**config.mk**
```make
export PLATFORM = sky130hd
export DESIGN_NAME = dac_spi_receiver
export DESIGN_NICKNAME = d
export VERILOG_FILES = /design/src/rtl/dac_spi_receiver.sv
export SDC_FILE = /design/constraint.sdc
export NUM_CORES = 1
export LEC_CHECK = 0
export CAP_MARGIN = 25
export CELL_PAD_IN_SITES_DETAIL_PLACEMENT = 0
export CELL_PAD_IN_SITES_GLOBAL_PLACEMENT = 1
export CORE_MARGIN = 2
export CORE_UTILIZATION = 37
export DETAILED_ROUTE_END_ITERATION = 6
export PLACE_DENSITY_LB_ADDON = 0.3
export SYNTH_ARGS = -nofsm -noshare
export SYNTH_HDL_FRONTEND = slang
export SYNTH_SLANG_ARGS = --single-unit
```
**constraint.sdc**
```tcl
create_clock -name clk_2MHz -period 1.4 [get_ports clk_2MHz]
set_input_delay 0.28 -clock clk_2MHz [delete_from_list [all_inputs] [get_ports clk_2MHz]]
set_output_delay 0.28 -clock clk_2MHz [all_outputs]
set_load 0.01 [all_outputs]
```
**src/rtl/dac_spi_receiver.sv**
```systemverilog
// Receiver for dual-channel DAC write frames: deserialises cs_n/sdi, holds per-channel input
// registers and transfers them to the output registers while ldac_n is low.
module dac_spi_receiver #(
  parameter int unsigned DATA_W  = 12,
  parameter int unsigned FRAME_W = DATA_W + 4,
  parameter int unsigned CNT_W   = 16
) (
  input  logic              clk_2MHz,
  input  logic              reset,
  input  logic              cs_n,
  input  logic              sdi,
  input  logic              ldac_n,
  output logic [DATA_W-1:0] out_a,
  output logic [DATA_W-1:0] out_b,
  output logic [2:0]        cfg_a,
  output logic [2:0]        cfg_b,
  output logic              frame_done,
  output logic              frame_err,
  output logic [CNT_W-1:0]  frame_cnt
);

  localparam int unsigned BitCntW = $clog2(FRAME_W + 1);
  localparam int unsigned RegW    = DATA_W + 3;
  localparam logic [BitCntW-1:0] LastBit = BitCntW'(FRAME_W - 1);

  typedef enum logic [1:0] {StIdle, StShift, StFull} state_e;

  state_e             state;
  logic [FRAME_W-1:0] sr;
  logic [BitCntW-1:0] bit_cnt;
  // Input registers hold {cfg[2:0], code}
  logic [RegW-1:0]    inreg_a;
  logic [RegW-1:0]    inreg_b;

  always_ff @(posedge clk_2MHz) begin
    if (reset) begin
      state      <= StIdle;
      sr         <= '0;
      bit_cnt    <= '0;
      inreg_a    <= '0;
      inreg_b    <= '0;
      out_a      <= '0;
      out_b      <= '0;
      cfg_a      <= '0;
      cfg_b      <= '0;
      frame_done <= 1'b0;
      frame_err  <= 1'b0;
      frame_cnt  <= '0;
    end else begin
      frame_done <= 1'b0;
      frame_err  <= 1'b0;

      // Samples the input registers before any commit on this edge lands
      if (!ldac_n) begin
        out_a <= inreg_a[DATA_W-1:0];
        cfg_a <= inreg_a[RegW-1:DATA_W];
        out_b <= inreg_b[DATA_W-1:0];
        cfg_b <= inreg_b[RegW-1:DATA_W];
      end

      unique case (state)
        StIdle: begin
          if (!cs_n) begin
            sr      <= {sr[FRAME_W-2:0], sdi};
            bit_cnt <= BitCntW'(1);
            state   <= StShift;
          end
        end
        StShift: begin
          if (!cs_n) begin
            sr      <= {sr[FRAME_W-2:0], sdi};
            bit_cnt <= bit_cnt + BitCntW'(1);
            if (bit_cnt == LastBit) begin
              state <= StFull;
            end
          end else begin
            frame_err <= 1'b1;
            state     <= StIdle;
          end
        end
        StFull: begin
          // Surplus bits while cs_n stays low are dropped; sr is left untouched
          if (cs_n) begin
            if (sr[FRAME_W-1]) begin
              inreg_b <= sr[RegW-1:0];
            end else begin
              inreg_a <= sr[RegW-1:0];
            end
            frame_done <= 1'b1;
            frame_cnt  <= frame_cnt + CNT_W'(1);
            state      <= StIdle;
          end
        end
        default: state <= StIdle;
      endcase
    end
  end

endmodule

```
* After elaboration in Yosys (flattened, before gate mapping)
Index checks and enable logic that the tools add are counted.
Word-level totals: output and inout port bits 48, bits in latches 0, RAM bits 0, logic and storage cells 45, bits in read-only memories 0, flip-flop bits (word level) 101, memories 0
Operators by class: $add $sub $neg 2, muxes and demuxes 9, shift-type cells 0, bitwise gates (word level) 4, multipliers 0, divide/modulo/power cells 0, reductions and logical operators 11, magnitude comparators 0, equal/unequal tests 7
Operators by type and width (number):
- adder 16 x 1 -> 16 bit, second input constant | 1
- AND reduction 3 bit | 4
- 2-to-1 mux 5 bit | 2
- one-hot mux 5 bit (2 select lines) | 1
- 2-to-1 mux 2 bit | 4
- inequality test 2 bit, second input constant | 3
- one-hot mux 2 bit (3 select lines) | 1
- OR reduction 2 bit | 3
- adder 5 x 1 -> 5 bit, second input constant | 1
- equality test 5 x 4 -> 1 bit, second input constant | 1
- NOT 1 bit | 4
- AND reduction 2 bit | 2
- inequality test 3 bit, second input constant | 1
- equality test 2 x 1 -> 1 bit, second input constant | 1
- equality test 2 bit, second input constant | 1
- logical NOT 2 bit | 1
- nonzero test 2 bit | 1
- 2-to-1 mux 1 bit | 1

* Longest topological paths before layout
Gate-level depths: netlist (run 1).
word-level depth 4, mapped depth 7, gate-level depth less buffers 6

* Worst setup path before layout (run 1)
Ideal clock, no wire load.
path kind flip-flop to flip-flop, start point register frame_cnt[0], end point register frame_cnt[12], period minus slack after synthesis 1463 ps, path slack -63 ps, data required time 1284 ps, setup time 116 ps, cell stages (with the launch flop) 6, path buffers 0, data arrival time 1346 ps, cells stage by stage dfxtp_1 ha_1 nand4b_1 nor2_1 a21oi_1 a31o_2
Between the ends: longest elaborated chain between the ends 1
RTL lines:
- from (decl) | RTL line 19 | output logic [CNT_W-1:0] frame_cnt
- from (signal assigned) | RTL line 90 | frame_cnt <= frame_cnt + CNT_W'(1);
- adder 16 x 1 -> 16 bit | RTL line 90
Every way passes these cells. A chain may end at the register's enable or synchronous reset.

* Worst setup path after layout (run 1)
start point register frame_cnt[0], end point register frame_cnt[6]
Same word-level chain as after synthesis.

==> results.tsv, run 1 <==
stage	metric	value	unit
sta	rsz0062_at_grt	true	
die	core_region_area	9819	um2
logic_synthesis	synthTopCellsByCount	dfxtp_1 (101), nand2_1 (101), a21oi_1 (53), nor2_1 (53), mux2i_1 (31)	
logic_synthesis	yosysWarnings	0	
cells_and_area	design_area	4858	um2
sta	worst_slew_pin_slew	0.3634	ns
global_route	grt_pass1_vias	2900	
critical_path	path_max_fanout	4	
sta	final_hold_viol_count	0	
drt	wl_per_cell	12.19	um
clock_network	h-tree-depth	3	
place	portBuffers	52	
sta	slew_headroom	75.44	%
critical_path	worstSetupEndpointType	register	
cells_and_area	antenna_cells	0	
global_route	grt_overflow_total	0	
clock_network	cts_tree	built	
cells_and_area	area_growth	28.79	%
drt	ant_nets	0	
logic_synthesis	synth.area.mux_share	9.121	%
global_route	grt_util_all_layers	15.13	%
clock_network	clk_pin_slew	0.11	ns
sta	min_period	1.375	ns
power	power_leakage	2.070	nW
run	maxCapViolCount	0	
critical_path	arrival	1.63	ns
logic_synthesis	synth_top_family_by_area	simple AND/OR/NAND/NOR gates	
die	dieArea	11020	um2
hold_path	hp-class	in -> reg	
clock_network	clkSinkCount	101	
logic_synthesis	synth_xor_area_share	2.322	%
clock_network	numCtsBuffers	9	
power	vdd_drop_max	0.6921	mV
logic_synthesis	synthSimpleGateAreaFrac	21.76	%
die	die_h	105.0	um
clock_network	clk_path_buf_depth	2	
global_route	antenna_found_initial	0	
power	p_total	4.848	mW
drt	route.detailed.vias_per_inst	4.706	
logic_synthesis	synth_fa_ha_area_share	0.9950	%
die	num_rows	36	
critical_path	crit_chain	ha_1 > nand4b_1 > buf_4 > nor3_2 > xnor2_1 > nor2_1	
cells_and_area	fin_util	49.48	%
die	fp.dieW	105.0	um
critical_path	path_class	reg -> reg	
clock_network	cts-root-buf	clkbuf_8	
place	place_area	4627	um2
logic_synthesis	synthFlopType	dfxtp_1	
logic_synthesis	synthCells	429	
logic_synthesis	syn_nets	437	
place	place.gp.congestion	0.8264	
cells_and_area	nets	509	
sta	finalClockSkew	0.009985	ns
logic_synthesis	synth_top_area_share	53.60	%
sta	final.period_utilization	98.24	%
critical_path	crit_path_max_incr_delay	0.34	ns
die	initial_core_util	38.42	%
critical_path	start_kind	register	
logic_synthesis	synth_edf_count	0	
logic_synthesis	synthTopCellsByArea	dfxtp_1 (54%), nand2_1 (10%), mux2i_1 (8.2%)	
die	io_pins	53	
drt	drt_wl_total	7788	um
drt	dr.first_iter.drc_count	108	
critical_path	worst_path_max_delay_cell	dfxtp_2	
logic_synthesis	ys_seq_area_share	53.60	%
global_route	grt_pass1_wl	13860	um
logic_synthesis	async_flop_share	0	%
sta	setup_viol	0	
place	hpwl	5417	um
power	p_per_area	997.8	nW/um2
sta	fin_tns_setup	0	ns
logic_synthesis	ys_ff_latch	101	
clock_network	clk_latency	0.36	ns
logic_synthesis	synth_compound_area_share	8.657	%
drt	vias	3007	
logic_synthesis	synth_area_per_cell	8.793	um2
logic_synthesis	synth_top_area_cell	dfxtp_1	
clock_network	hold_buffers	0	
sta	fmax	727.1	MHz
run_status	outcome	complete, no violations	
drt	drt-pass1-iter-count	5	
cells_and_area	layout-drive-gt1-share	19.37	%
critical_path	required	1.65	ns
logic_synthesis	ys_types	39	
drt	drc	0	
sta	final_max_slew_viol_count	0	
logic_synthesis	syn_area	3772	um2
global_route	grt_max_degree	71	
## metrics by stage
step	hold WS (ns)	std cells	setup slack, ns
floorplan	0.4160	429	0.007722
global placement	0.4401	621	-0.3675
detailed placement	0.4484	621	-0.3990
CTS	0.2691	637	-0.003382
global route	0.2480	639	-0.05466
finish	0.2753	639	0.02465
## per-layer routing
metal  vias up  routed length, um  global-route usage (%)
met3         7                221                   3.306
met1      1398               4001                   21.43
li1       1567                  -                       -
met2        35               3461                   23.01
met4         0                103                   4.571
met5         -                  0                       0
## repair_timing
item / in CTS / in global routing
setup buffers: 0 / 2
setup endpoints to repair: 55 / 26
pin swaps: 0 / 3
gates resized for setup: 65 / 22
## path summary, 6_finish.rpt
kind	start	end	slack (ns)	cells past startpoint
setup / recovery	frame_cnt[0]$_SDFFE_PP0P_	frame_cnt[6]$_SDFFE_PP0P_	0.02	6
hold reg to reg	inreg_a[3]$_SDFFE_PP0P_	inreg_a[3]$_SDFFE_PP0P_	0.46	2
setup reg to reg	frame_cnt[0]$_SDFFE_PP0P_	frame_cnt[6]$_SDFFE_PP0P_	0.02	6
hold / removal	cs_n	frame_err$_SDFF_PP0_	0.28	2
## sequential cells by signal, summed over array words and instances (netlist names)
register / count
frame_cnt: 16
cfg_b: 3
out_b: 12
sr: 16
inreg_a: 15
cfg_a: 3
bit_cnt: 5
state: 2
inreg_b: 15
frame_err: 1
frame_done: 1
out_a: 12
## worst max-delay path: cells and delay by family (launching register included)
| family | cells | cell delay (ns) |
|---|---|---|
| and+or+nand+nor | 3 | 0.40 |
| xor gates and xnor gates | 1 | 0.14 |
| buffers and inverters | 1 | 0.23 |
| DFF | 1 | 0.34 |
| adders and majority gates | 1 | 0.15 |
## area by class of cell
cell class                 count  area [um2]
timing repair buffer          88       739.5
fill                        1015        4961
tap                          133       166.4
clock inverter                 7       70.07
clock buffer                   9       123.9
multi-input combinational    297        1704
sequential                   101        2039
inverter                       4       15.01
## cells by family after synthesis
| group | count (synthesis) |
|---|---|
| xor+xnor | 10 |
| compound gates | 61 |
| buf+inv | 31 |
| simple gates | 189 |
| fa+ha+maj | 3 |
| mux | 34 |
| flops | 101 |
## power by group
group / switching, mW / internal, mW / total (mW)
Clock: 1.09 / 0.697 / 1.79
Combinational: 0.105 / 0.0647 / 0.170
Sequential: 0.00778 / 2.88 / 2.89
Total: 1.21 / 3.64 / 4.85
## cells in the final DEF (no fill, tap or decap), types with 3 or more instances in the layout
cell and count:
nor3_2 4, dfxtp_1 87, clkbuf_8 9, a31o_2 3, xnor2_1 5, nor2_1 50, xor2_1 5, clkbuf_2 4
nand2_1 101, mux2i_1 31, inv_1 4, dfxtp_2 14, nand3_1 7, mux2_2 3, dlygate4sd2_1 42, buf_4 33
a21oi_1 51
(Power assumes the default switching activity.)
==> run 2: changes to the inputs <==
--- a/config.mk
+++ b/config.mk
@@ -5,13 +5,15 @@
 export SDC_FILE = /design/constraint.sdc
 export NUM_CORES = 1
 export LEC_CHECK = 0
-export CAP_MARGIN = 25
+export ABC_CLOCK_PERIOD_IN_PS = 1400
+export CAP_MARGIN = 30
 export CELL_PAD_IN_SITES_DETAIL_PLACEMENT = 0
 export CELL_PAD_IN_SITES_GLOBAL_PLACEMENT = 1
 export CORE_MARGIN = 2
 export CORE_UTILIZATION = 37
 export DETAILED_ROUTE_END_ITERATION = 6
 export PLACE_DENSITY_LB_ADDON = 0.3
+export REMOVE_ABC_BUFFERS = 1
 export SYNTH_ARGS = -nofsm -noshare
 export SYNTH_HDL_FRONTEND = slang
 export SYNTH_SLANG_ARGS = --single-unit
==> run 2 against run 1 <==
The flow now finishes with violations (negative setup slack). Routed wire length is 1.1% higher. Worst hold slack better by 0.060 ns. Setup slack worse by 0.050 ns. Clock skew is 0.0038 ns higher. Global-route usage is 0.39 points lower. Fmax is 3.5% lower. Non-clock buffer count is 3 higher. Sequential share of layout area is 0.50 points lower. Via count is 0.43% higher. Utilization is 0.54 points higher. Power is 5.8% higher. Critical endpoint is now frame_cnt[12]$_SDFFE_PP0P_. Highest routed layer unchanged.
==> results.tsv, run 2 (same netlist as run 1, synthesis figures left out) <==
stage	metric	value	unit
drt	drt_wl_total	7874	um
sta	min_period	1.425	ns
run	maxCapViolCount	0	
critical_path	path_class	reg -> reg	
critical_path	cp_top_family	simple AND/OR/NAND/NOR gates	
power	power_leakage	2.093	nW
drt	vias	3020	
global_route	grt_max_degree	42	
die	dieArea	11020	um2
global_route	grt_pass1_vias	2861	
clock_network	h-tree-depth	3	
critical_path	crit_path_max_incr_delay	0.36	ns
sta	setup_viol	2	
critical_path	path_max_fanout	5	
sta	fin_tns_setup	-0.03938	ns
die	die_h	105.0	um
die	core_region_area	9819	um2
sta	slew_headroom	73.57	%
die	num_rows	36	
clock_network	hold_buffers	0	
place	place.gp.congestion	0.8315	
place	hpwl	5364	um
global_route	grt_util_all_layers	14.74	%
sta	final_hold_viol_count	0	
critical_path	required	1.66	ns
critical_path	worstSetupEndpointType	register	
critical_path	start_kind	register	
cells_and_area	largest_registers	frame_cnt (16), sr (16)	
cells_and_area	multiInputGateArea	1714	um2
drt	route.detailed.vias_per_inst	4.704	
die	fp.dieW	105.0	um
critical_path	worst_path_max_delay_cell	dfxtp_2	
cells_and_area	layout-drive-gt1-share	19.84	%
clock_network	clk_latency	0.36	ns
drt	ant_nets	0	
clock_network	numCtsBuffers	9	
global_route	antenna_found_initial	0	
clock_network	clk_path_buf_depth	2	
clock_network	cts_tree	built	
cells_and_area	layout_commonest_cell	nand2_1	
power	p_per_area	1044	nW/um2
cells_and_area	nets	512	
clock_network	cts-root-buf	clkbuf_8	
die	initial_core_util	38.42	%
clock_network	clkSinkCount	101	
place	portBuffers	52	
drt	drt-pass1-iter-count	4	
critical_path	crit_chain	ha_4 > nand4b_1 > nor2_1 > buf_4 > a21oi_2 > a31o_2	
cells_and_area	antenna_cells	0	
global_route	grt_pass1_wl	13300	um
sta	fmax	701.5	MHz
cells_and_area	register_area	2037	um2
drt	dr.first_iter.drc_count	82	
critical_path	crit_buf_inv	1	
cells_and_area	area_growth	30.18	%
hold_path	hp-class	in -> reg	
drt	wl_per_cell	12.26	um
clock_network	clk_pin_slew	0.10	ns
cells_and_area	final_cell_mix	nand2_1 (101), dfxtp_1 (89), nor2_1 (52)	
die	io_pins	53	
cells_and_area	fill_cells	989	
critical_path	arrival	1.68	ns
power	vdd_drop_max	0.5484	mV
drt	drc	0	
global_route	grt_overflow_total	0	
sta	fin_ws	-0.02545	ns
sta	final.period_utilization	101.8	%
sta	finalClockSkew	0.01375	ns
run_status	violations	negative setup slack	
sta	rsz0062_at_grt	true	
sta	final_max_slew_viol_count	0	
power	p_total	5.127	mW
sta	worst_slew_pin_slew	0.3965	ns
run_status	outcome	finished, violations left	
## run 2: cell count changes in the layout (fill, tap and decap cells not counted), sizes merged, moves of 2 or more
cell	previous run	this run
buf	38	41
bufinv	0	2
clkbuf	13	15
clkinv	4	2
inv	7	5
## run 2: path summary, 6_finish.rpt
check,slack (ns),cells after the start,startpoint,endpoint
worst max-delay path,-0.03,6,frame_cnt[1]$_SDFFE_PP0P_,frame_cnt[12]$_SDFFE_PP0P_
worst min-delay path,0.34,3,reset,frame_cnt[13]$_SDFFE_PP0P_
worst max register to register,-0.03,6,frame_cnt[1]$_SDFFE_PP0P_,frame_cnt[12]$_SDFFE_PP0P_
worst min register to register,0.46,2,inreg_b[12]$_SDFFE_PP0P_,inreg_b[12]$_SDFFE_PP0P_
## run 2: cell type report
type                            instances  area share (%)
Multi-Input combinational cell        297           34.90
Inverter                                4          0.3057
Clock inverter                          6           1.911
Timing Repair Buffer                   91           15.21
Clock buffer                           10           2.803
Tap cell                              133           3.389
Sequential cell                       101           41.48
## run 2: power by group
group          internal (mW)  switching, mW  total (mW)
Combinational         0.0640          0.106       0.170
Clock                   1.07           1.00        2.07
Sequential              2.88        0.00726        2.89
Total                   4.01           1.12        5.13
## run 2: per-stage QoR
stage | hold WS, ns | std cells | area [um2] | setup WS (ns) | util, %
final | 0.3353 | 642 | 4911 | -0.02545 | 50.01
after detailed placement | 0.4491 | 623 | 4613 | -0.3917 | 46.98
after CTS | 0.3199 | 639 | 4812 | -0.02120 | 49.01
after global routing | 0.3424 | 642 | 4911 | -0.1391 | 50.01
after global placement | 0.4387 | 623 | 4613 | -0.3754 | 46.98
after floorplan | 0.3491 | 402 | 3654 | -0.06497 | -
## run 2: worst min-delay path: stages
cell and delay, ns:
buf_2 0.16, nor2_1 0.09, mux2_2 0.14
## run 2: routing by layer
metal / track usage (%) / wire length [um]
met4: 5.143 / 116
met5: 0 / 0
met2: 25.09 / 3851
met3: 3.306 / 238
met1: 18.30 / 3669
## run 2: what timing repair did
action / CTS / global route
setup buffers: 0 / 3
setup endpoints to repair: 51 / 32
gates resized for setup: 65 / 29
pin swaps: 4 / 3
hold endpoints to repair: 0 / 0
==> run 3: changes to the inputs <==
--- a/config.mk
+++ b/config.mk
@@ -9,11 +9,12 @@
 export CAP_MARGIN = 30
 export CELL_PAD_IN_SITES_DETAIL_PLACEMENT = 0
 export CELL_PAD_IN_SITES_GLOBAL_PLACEMENT = 1
-export CORE_MARGIN = 2
+export CORE_MARGIN = 3
 export CORE_UTILIZATION = 37
 export DETAILED_ROUTE_END_ITERATION = 6
 export PLACE_DENSITY_LB_ADDON = 0.3
 export REMOVE_ABC_BUFFERS = 1
+export SKIP_LAST_GASP = 1
 export SYNTH_ARGS = -nofsm -noshare
 export SYNTH_HDL_FRONTEND = slang
 export SYNTH_SLANG_ARGS = --single-unit
==> run 3 against run 2 <==
The run now ends clean. First-iteration DRC count is 33% higher. Utilization down 0.74 points. Combinational power increased by 6%. Cell count down 0.16%. Flip-flop and latch count did not move. Register-to-register slack better by 0.06 ns. Global-route usage about the same. Sequential power is essentially flat. Critical path type is now reg -> out.
==> results.tsv, run 3 (same netlist as run 1, synthesis figures left out) <==
stage	metric	value	unit
power	p_clk_share	36.1	%
clock_network	cts-root-buf	clkbuf_8	
cells_and_area	layoutNonFillerInstCount	641	
die	die_h	107.0	um
critical_path	worstSetupEndpointType	output port	
critical_path	arrival	1.10	ns
clock_network	clk_latency	0.37	ns
place	place_area	4648	um2
clock_network	clk_pin_slew	0.10	ns
critical_path	crit_chain	buf_4 > clkdlybuf4s15_1	
clock_network	cts_tree	built	
die	initial_core_util	38.24	%
power	power_switching	1.168	mW
cells_and_area	area_growth	28.86	%
die	num_rows	36	
sta	min_period	1.379	ns
global_route	grt_max_degree	50	
clock_network	clkSinkCount	101	
die	core_region_area	9864	um2
global_route	grt_overflow_total	0	
power	vdd_drop_max	0.6102	mV
die	fp.dieW	107.0	um
sta	slew_headroom	79.10	%
place	portBuffers	52	
clock_network	numCtsBuffers	9	
drt	wl_per_cell	12.51	um
die	io_pins	53	
power	p_per_area	987.3	nW/um2
power	switching_share	24.35	%
cells_and_area	layout-drive-gt1-share	18.31	%
place	dp_slack	-0.4284	ns
sta	setup_viol	0	
drt	drt-pass1-iter-count	4	
power	p_seq_share	60.2	%
sta	worst_slew_pin_slew	0.3135	ns
sta	final_max_slew_viol_count	0	
sta	rsz0062_at_grt	true	
critical_path	path_max_fanout	4	
place	place.gp.congestion	0.8043	
drt	vias	3065	
die	dieArea	11440	um2
run	maxCapViolCount	0	
critical_path	start_kind	register	
cells_and_area	final_cell_mix	nand2_1 (101), dfxtp_1 (86), nor2_1 (53)	
sta	final.period_utilization	98.52	%
run_status	outcome	complete, no violations	
drt	ant_nets	0	
sta	fmax	725.0	MHz
critical_path	path_class	reg -> out	
clock_network	hold_buffers	0	
hold_path	hp-class	in -> reg	
global_route	antenna_found_initial	0	
power	p_int	3.631	mW
cells_and_area	nets	511	
clock_network	clk_path_buf_depth	2	
power	p_comb_share	3.8	%
drt	dr.first_iter.drc_count	109	
cells_and_area	fill_cells	982	
drt	route.detailed.vias_per_inst	4.782	
cells_and_area	largest_registers	frame_cnt (16), sr (16)	
global_route	grt_pass1_vias	2956	
place	post-place-cells	621	
power	power_leakage	2.030	nW
drt	drt_wl_total	8018	um
drt	drc	0	
critical_path	crit_path_max_incr_delay	0.37	ns
place	hpwl	5428	um
critical_path	required	1.12	ns
global_route	grt_util_all_layers	14.74	%
cells_and_area	design_area	4861	um2
sta	final_hold_viol_count	0	
cells_and_area	antenna_cells	0	
global_route	grt_pass1_wl	13660	um
critical_path	worst_path_max_delay_cell	dfxtp_2	
sta	finalClockSkew	0.01056	ns
cells_and_area	layout_commonest_cell	nand2_1	
clock_network	h-tree-depth	3	
sta	fin_ws	0.02070	ns
[run 3: path summary, 6_finish.rpt]
path                        startpoint                         end  slack, ns  depth (start not counted)
max          frame_cnt[1]$_SDFFE_PP0P_                frame_cnt[1]       0.02                          2
min reg2reg    bit_cnt[4]$_SDFFE_PP0P_     bit_cnt[4]$_SDFFE_PP0P_       0.46                          2
min                              reset  frame_cnt[15]$_SDFFE_PP0P_       0.24                          2
max reg2reg      state[1]$_SDFFE_PP0P_  frame_cnt[15]$_SDFFE_PP0P_       0.03                          4
[run 3: layer usage]
| layer | GRT usage [%] | share of wire [%] |
|---|---|---|
| met5 | 0 | 0 |
| met4 | 4.840 | 1.6 |
| met3 | 3.733 | 3.2 |
| met2 | 24.91 | 49 |
| met1 | 18.38 | 46 |
[run 3: power by group through the flow]
stage | clock network (mW) | logic, mW | registers, mW
2_1_floorplan | 0 | 0.0456 | 2.95
3_3_place_gp | 0 | 0.181 | 2.95
3_5_place_dp | 0 | 0.183 | 2.95
4_1_cts | 1.82 | 0.182 | 2.89
5_1_grt | 1.91 | 0.199 | 2.89
6_report | 1.73 | 0.181 | 2.89
[run 3: final cells by class]
class | count | area, um2 | area share [%]
clock buffer | 10 | 127.6 | 2.625
sequential | 101 | 2041 | 41.98
multi-input combinational | 297 | 1665 | 34.26
clock inverter | 6 | 55.05 | 1.133
tap | 133 | 166.4 | 3.423
inverter | 4 | 15.01 | 0.3089
timing repair buffer | 90 | 790.8 | 16.27
[run 3: critical path: cells and delay by family, from the launching register on]
| family | cells | cell delay, ns |
|---|---|---|
| buffers and inverters | 2 | 0.36 |
| DFF | 1 | 0.37 |
[run 3: stage by stage]
stage	hold WS (ns)	power [mW]	util, %	TNS (ns)
2_1_floorplan	0.3491	2.999	-	-1.577
3_3_place_gp	0.4406	3.133	47.12	-16.39
3_5_place_dp	0.4509	3.135	47.12	-17.78
4_1_cts	0.2228	4.889	48.68	-0.03530
5_1_grt	0.2373	4.999	49.28	-0.1734
6_report	0.2443	4.799	49.28	0
[run 3: timing repair]
action / 4_1_cts / 5_1_grt
resized for setup: 63 / 20
setup endpoints to repair: 51 / 20
pin swaps: 2 / 4
setup buffers: 2 / 2
